**src/rtl/neda_pkg.sv**
```systemverilog
// Shared types and constants for the NEDA UART/FIR stream bridge.
// Frame header insertion is enabled by NEDA_FRAME_HDR_EN.
package neda_pkg;

  typedef enum logic [1:0] {
    IDLE,
    WAIT,
    SEND
  } state_t;

  localparam logic [7:0] NEDA_HDR_BYTE = 8'hA5;
  localparam int UART_BYTE_W = 8;

  function automatic int out_bytes(input int out_w);
    return (out_w + UART_BYTE_W - 1) / UART_BYTE_W;
  endfunction

endpackage

```
**src/rtl/neda_byte_serializer.sv**
```systemverilog
// Result hold register and MSB-first byte issue over valid/ready.
// With NEDA_FRAME_HDR_EN defined each frame is prefixed by a header byte.
module neda_byte_serializer
  import neda_pkg::*;
#(
  parameter int OUT_W = 24
) (
  input  logic             clk,
  input  logic             rst_n,
  input  logic             load,
  input  logic [OUT_W-1:0] y_in,
  input  logic             tx_ready,
  output logic [7:0]       tx_data,
  output logic             tx_valid,
  output logic             done
);

  localparam int NB = out_bytes(OUT_W);
`ifdef NEDA_FRAME_HDR_EN
  localparam int TOT = NB + 1;
`else
  localparam int TOT = NB;
`endif
  localparam int HW = TOT * UART_BYTE_W;
  localparam int IW = $clog2(TOT + 1);

  logic [HW-1:0] hold;
  logic [HW-1:0] frame;
  logic [IW-1:0] byte_idx;
  logic          valid;
  logic          hs;

`ifdef NEDA_FRAME_HDR_EN
  assign frame = {NEDA_HDR_BYTE, (NB*UART_BYTE_W)'(y_in)};
`else
  assign frame = (NB*UART_BYTE_W)'(y_in);
`endif

  assign hs       = valid & tx_ready;
  assign done     = hs && (byte_idx == IW'(TOT - 1));
  assign tx_valid = valid;
  // Current byte always sits in the top lane; shifted out on handshake.
  assign tx_data  = hold[HW-1 -: UART_BYTE_W];

  always_ff @(posedge clk) begin
    if (!rst_n) begin
      hold     <= '0;
      byte_idx <= '0;
      valid    <= 1'b0;
    end else if (load) begin
      hold     <= frame;
      byte_idx <= '0;
      valid    <= 1'b1;
    end else if (hs) begin
      hold     <= hold << UART_BYTE_W;
      byte_idx <= byte_idx + IW'(1);
      if (done)
        valid <= 1'b0;
    end
  end

endmodule

```
**src/rtl/neda_stream_bridge.sv**
```systemverilog
// UART byte stream to NEDA FIR core bridge: delay line, latency wait, FSM.
// Optional frame header via NEDA_FRAME_HDR_EN (see neda_byte_serializer).
module neda_stream_bridge
  import neda_pkg::*;
#(
  parameter int DATA_W   = 8,
  parameter int TAPS     = 8,
  parameter int OUT_W    = 24,
  parameter int CALC_LAT = 4
) (
  input  logic                   clk,
  input  logic                   rst_n,
  input  logic [7:0]             rx_data,
  input  logic                   rx_valid,
  output logic [TAPS*DATA_W-1:0] x_bus,
  input  logic [OUT_W-1:0]       y_in,
  output logic [7:0]             tx_data,
  output logic                   tx_valid,
  input  logic                   tx_ready,
  output logic                   busy,
  output logic                   overrun
);

  localparam int LW = $clog2(CALC_LAT + 1);
  localparam logic [LW-1:0] LAT_LAST = LW'(CALC_LAT - 1);

  state_t          state, state_d;
  logic [LW-1:0]   lat_cnt, lat_d;
  logic            load;
  logic            ovr_set;
  logic            done;
  logic [DATA_W-1:0] sample;

  assign sample = DATA_W'(rx_data);

  generate
    if (TAPS == 1) begin : g_one
      always_ff @(posedge clk) begin
        if (!rst_n)
          x_bus <= '0;
        else if (rx_valid)
          x_bus <= sample;
      end
    end else begin : g_line
      always_ff @(posedge clk) begin
        if (!rst_n)
          x_bus <= '0;
        else if (rx_valid)
          x_bus <= {x_bus[(TAPS-1)*DATA_W-1:0], sample};
      end
    end
  endgenerate

  always_ff @(posedge clk) begin
    if (!rst_n) begin
      state   <= IDLE;
      lat_cnt <= '0;
      overrun <= 1'b0;
    end else begin
      state   <= state_d;
      lat_cnt <= lat_d;
      if (ovr_set)
        overrun <= 1'b1;
    end
  end

  // A sample landing on the last-byte handshake chains straight into WAIT.
  always_comb begin
    state_d = state;
    lat_d   = lat_cnt;
    load    = 1'b0;
    ovr_set = 1'b0;
    unique case (state)
      IDLE: begin
        if (rx_valid) begin
          state_d = WAIT;
          lat_d   = '0;
        end
      end
      WAIT: begin
        if (lat_cnt == LAT_LAST) begin
          load    = 1'b1;
          state_d = SEND;
        end else begin
          lat_d = lat_cnt + LW'(1);
        end
        if (rx_valid)
          ovr_set = 1'b1;
      end
      SEND: begin
        if (done) begin
          if (rx_valid) begin
            state_d = WAIT;
            lat_d   = '0;
          end else begin
            state_d = IDLE;
          end
        end else if (rx_valid) begin
          ovr_set = 1'b1;
        end
      end
      default: state_d = IDLE;
    endcase
  end

  assign busy = (state != IDLE);

  neda_byte_serializer #(
    .OUT_W(OUT_W)
  ) u_ser (
    .clk     (clk),
    .rst_n   (rst_n),
    .load    (load),
    .y_in    (y_in),
    .tx_ready(tx_ready),
    .tx_data (tx_data),
    .tx_valid(tx_valid),
    .done    (done)
  );

endmodule

```
**config.mk**
```make
export PLATFORM = sky130hd
export DESIGN_NAME = neda_stream_bridge
export DESIGN_NICKNAME = d
export VERILOG_FILES = /design/src/rtl/neda_pkg.sv /design/src/rtl/neda_byte_serializer.sv /design/src/rtl/neda_stream_bridge.sv
export SDC_FILE = /design/constraint.sdc
export NUM_CORES = 1
export LEC_CHECK = 0
export BUFFER_PORTS_ARGS = -buffer_cell sky130_fd_sc_hd__buf_2
export CAP_MARGIN = 10
export CORE_UTILIZATION = 33
export DETAILED_ROUTE_END_ITERATION = 6
export GPL_TIMING_DRIVEN = 0
export SYNTH_ARGS = -nofsm -noshare
export SYNTH_HDL_FRONTEND = slang
export SYNTH_SLANG_ARGS = --single-unit
```
**constraint.sdc**
```tcl
create_clock -name clk -period 3.8 [get_ports clk]
set_input_delay 0.57 -clock clk [delete_from_list [all_inputs] [get_ports clk]]
set_output_delay 0.57 -clock clk [all_outputs]
set_load 0.05 [all_outputs]
```
==> metrics.log <==
INFO  metric outcome = finished clean
INFO  metric core = 11030 µm²
INFO  metric num_antenna_cells = 0
INFO  metric critical_path.max_fanout = 4
INFO  metric netlist_area_pre_place = 3799 µm²
INFO  metric layout_commonest_cell = sky130_fd_sc_hd__buf_2
INFO  metric yosysUniqueCellTypes = 24
INFO  metric tritoncts_num_sinks = 97
INFO  metric timing.critical_path.arrival = 1.37 ns
INFO  metric timing.max_cap.violations = 0
INFO  metric reg2reg_to = lat_cnt[2]$_SDFFE_PN0P_
INFO  metric synth_seq_cells = 97
INFO  metric clk_root_buffer_cell = sky130_fd_sc_hd__clkbuf_16
INFO  metric place_congestion = 0.7850
INFO  metric worst_r2r_startpoint = lat_cnt[0]$_SDFFE_PN0P_
INFO  metric hp-class = input pin to flop
INFO  metric io_buffer_count = 109
INFO  metric reg2reg_setup_slack = 1.96 ns
INFO  metric wl_per_cell = 14.35 µm
INFO  metric n_fill_cell = 1101
INFO  metric antenna_found_initial = 0
INFO  metric report.power.total = 2389 µW
INFO  metric clockBufferDepth = 2
INFO  metric postCtsSetupBuffers = 0
INFO  metric detail_route.drc_violations = 0
INFO  metric fin_nets = 554
INFO  metric syn-instance-count = 391
INFO  metric final_slew_violations = 0
INFO  metric setup_repair_after_global_routing_missed_its_margin = false
INFO  metric io-pin-count = 111
INFO  metric cts_repair_resize_count = 0
INFO  metric post-route-min-period = 1.945 ns
INFO  metric timing_hold_violations_final = 0
INFO  metric ys.warnings.count = 0
INFO  metric first_global_vias = 2985
INFO  metric htree_levels = 3
INFO  metric rows = 38
INFO  metric routed_via_count = 3151
INFO  metric period_share = 51.17%
INFO  metric post_route_cells_drive_above_1_share = 29.65%
INFO  metric initial_utilization = 34.44%
INFO  metric cts_made_buffers = 9
INFO  metric grt_start_max_net_pins = 18
INFO  metric gr-total-overflow = 0
INFO  metric totalWireLength = 9411 µm
INFO  metric postSynthAreaPerCell = 9.715 µm²
INFO  metric worst_setup_path_end_kind = output port
INFO  metric vias_per_cell = 4.803
INFO  metric hold_buffers = 0
INFO  metric insertion_delay = 0.34 ns
INFO  metric synth.yosys.seq_area_share = 51.12%
INFO  metric detailedRoute.firstIterationViolations = 104
INFO  metric p_leak = 0.002327 µW
INFO  metric hold_ws = 0.4655 ns
INFO  metric worst-endpoint-required = 3.23 ns
INFO  metric timing.clock.skew = 0.008501 ns
INFO  metric timing.max_slew.rel_slack = 55.67%
INFO  metric clock_tree_from_tritoncts = done
INFO  metric area_growth_syn_to_layout = 27.80%
INFO  metric floorplan.die.width = 109.3 µm
INFO  metric dp.final_hpwl = 7071 µm
INFO  metric vdd_drop_max = 241.6 µV
INFO  metric worstHoldPathCells = 3
INFO  metric max_slew.worst_pin.slew = 0.6650 ns
INFO  metric grt_use_total = 16.12%
INFO  metric die_y = 109.3 µm
INFO  metric final_antenna_net_count = 0
INFO  metric holdPathEnd = x_bus[1]$_SDFFE_PN0P_
INFO  metric timing.fmax = 514.2 MHz
INFO  metric grt_pass1_wl = 14750 µm
INFO  metric hold_path_startpoint = rx_data[1]
INFO  metric crit_type = flop to output port
INFO  metric detailedRoute.firstPassIterationCount = 4
INFO  metric layout_common_cells = sky130_fd_sc_hd__buf_2, sky130_fd_sc_hd__dfxtp_1, sky130_fd_sc_hd__nor2_1
INFO  metric crit_path_start_kind = flop
INFO  metric design.die.area = 11940 µm²
INFO  metric setup_viol = 0
INFO  metric power.density = 492.2 nW/µm²
INFO  metric finalSetupTns = 0 ns
INFO  metric cts.clk_slew.worst_paths = 0.07 ns
INFO  metric reg2regPathDepth = 6
INFO  metric synth.net_count = 434
power by group:
part / total [µW] / leakage, µW / switching [µW] / internal, µW
Sequential: 1060 / 0.000784 / 20.6 / 1040
Clock: 1010 / 0.000167 / 409 / 606
Combinational: 313 / 0.00138 / 199 / 115
Total: 2390 / 0.00233 / 629 / 1760
through the flow:
| step | instances | setup WS, ns | utilization (%) | cell area (µm²) |
|---|---|---|---|---|
| after floorplan | 391 | 2.080 | - | 3799 |
| after global placement | 640 | 1.867 | 40.97 | 4519 |
| after detailed placement | 640 | 1.829 | 40.97 | 4519 |
| after CTS | 656 | 1.842 | 44.01 | 4855 |
| after global routing | 656 | 1.751 | 44.01 | 4855 |
| final | 656 | 1.855 | 44.01 | 4855 |
kinds of logic after synthesis:
logic type / after synthesis / synth area share [%]
simple gates: 140 / 14.82
flops: 97 / 51.12
mux: 69 / 18.18
buf+inv: 44 / 5.995
compound gates: 33 / 7.345
fa+ha+maj: 7 / 2.306
xor+xnor: 1 / 0.2306
per-layer routing:
metal / vias to the layer above / share of wire [%] / global-route usage, %
li1: 1565 / - / -
met1: 1476 / 47 / 20.79
met2: 89 / 45 / 25.25
met3: 21 / 4.7 / 3.438
met4: 0 / 3.5 / 8.476
met5: - / 0 / 0
cells in the mapped netlist:
master / instances / share of area, %
sky130_fd_sc_hd__buf_1: 2 / 0.20
sky130_fd_sc_hd__nand2_1: 26 / 2.6
sky130_fd_sc_hd__mux2i_1: 69 / 18
sky130_fd_sc_hd__a311oi_1: 17 / 3.9
sky130_fd_sc_hd__nand3_1: 19 / 2.5
sky130_fd_sc_hd__nor2_1: 91 / 9.0
sky130_fd_sc_hd__nand3b_1: 1 / 0.20
sky130_fd_sc_hd__a2111oi_4: 1 / 0.72
sky130_fd_sc_hd__inv_1: 7 / 0.69
sky130_fd_sc_hd__and2_4: 1 / 0.23
sky130_fd_sc_hd__xnor2_1: 1 / 0.23
sky130_fd_sc_hd__buf_2: 14 / 1.8
sky130_fd_sc_hd__buf_4: 8 / 1.6
sky130_fd_sc_hd__or2_2: 1 / 0.16
sky130_fd_sc_hd__a21oi_1: 4 / 0.53
sky130_fd_sc_hd__or3_1: 1 / 0.16
sky130_fd_sc_hd__ha_1: 7 / 2.3
sky130_fd_sc_hd__dfxtp_1: 97 / 51
sky130_fd_sc_hd__buf_6: 2 / 0.59
sky130_fd_sc_hd__o21ai_0: 1 / 0.13
sky130_fd_sc_hd__clkbuf_1: 10 / 0.99
sky130_fd_sc_hd__inv_2: 1 / 0.099
sky130_fd_sc_hd__a222oi_1: 1 / 0.26
sky130_fd_sc_hd__a22oi_1: 9 / 1.8
flip-flops by register name, summed over array words and instances, names as in the netlist:
name / cells
lat_cnt: 3
overrun: 1
state: 2
u_ser.byte_idx: 2
u_ser.hold: 24
u_ser.tx_valid: 1
x_bus: 64
worst max-delay path by stage:
stage / from / end / slack, ns / cells past startpoint
3_3_place_gp: rst_n / x_bus[0]$_SDFFE_PN0P_ / 1.87 / 5
6_report: state[0]$_SDFFE_PN0P_ / busy / 1.86 / 4
2_1_floorplan: u_ser.tx_valid$_SDFFE_PN0P_ / state[0]$_SDFFE_PN0P_ / 2.08 / 3
3_5_place_dp: rst_n / x_bus[6]$_SDFFE_PN0P_ / 1.83 / 5
4_1_cts: state[0]$_SDFFE_PN0P_ / busy / 1.84 / 4
5_1_grt: state[0]$_SDFFE_PN0P_ / busy / 1.75 / 4
critical path, cell delays in order, from the launching register on:
cell	delay (ns)
sky130_fd_sc_hd__dfxtp_1	0.39
sky130_fd_sc_hd__inv_1	0.08
sky130_fd_sc_hd__ha_1	0.24
sky130_fd_sc_hd__inv_1	0.07
sky130_fd_sc_hd__buf_2	0.26
cell type report:
cell class | count | area (µm²) | area share [%]
tap | 140 | 175.2 | 3.608
buffer | 36 | 197.7 | 4.072
clock inverter | 6 | 96.34 | 1.985
sequential | 97 | 1942 | 40.00
inverter | 8 | 30.03 | 0.6186
multi-input combinational | 250 | 1629 | 33.56
timing repair buffer | 109 | 545.5 | 11.24
clock buffer | 10 | 239.0 | 4.923
Power figures use the tool's default switching activity.
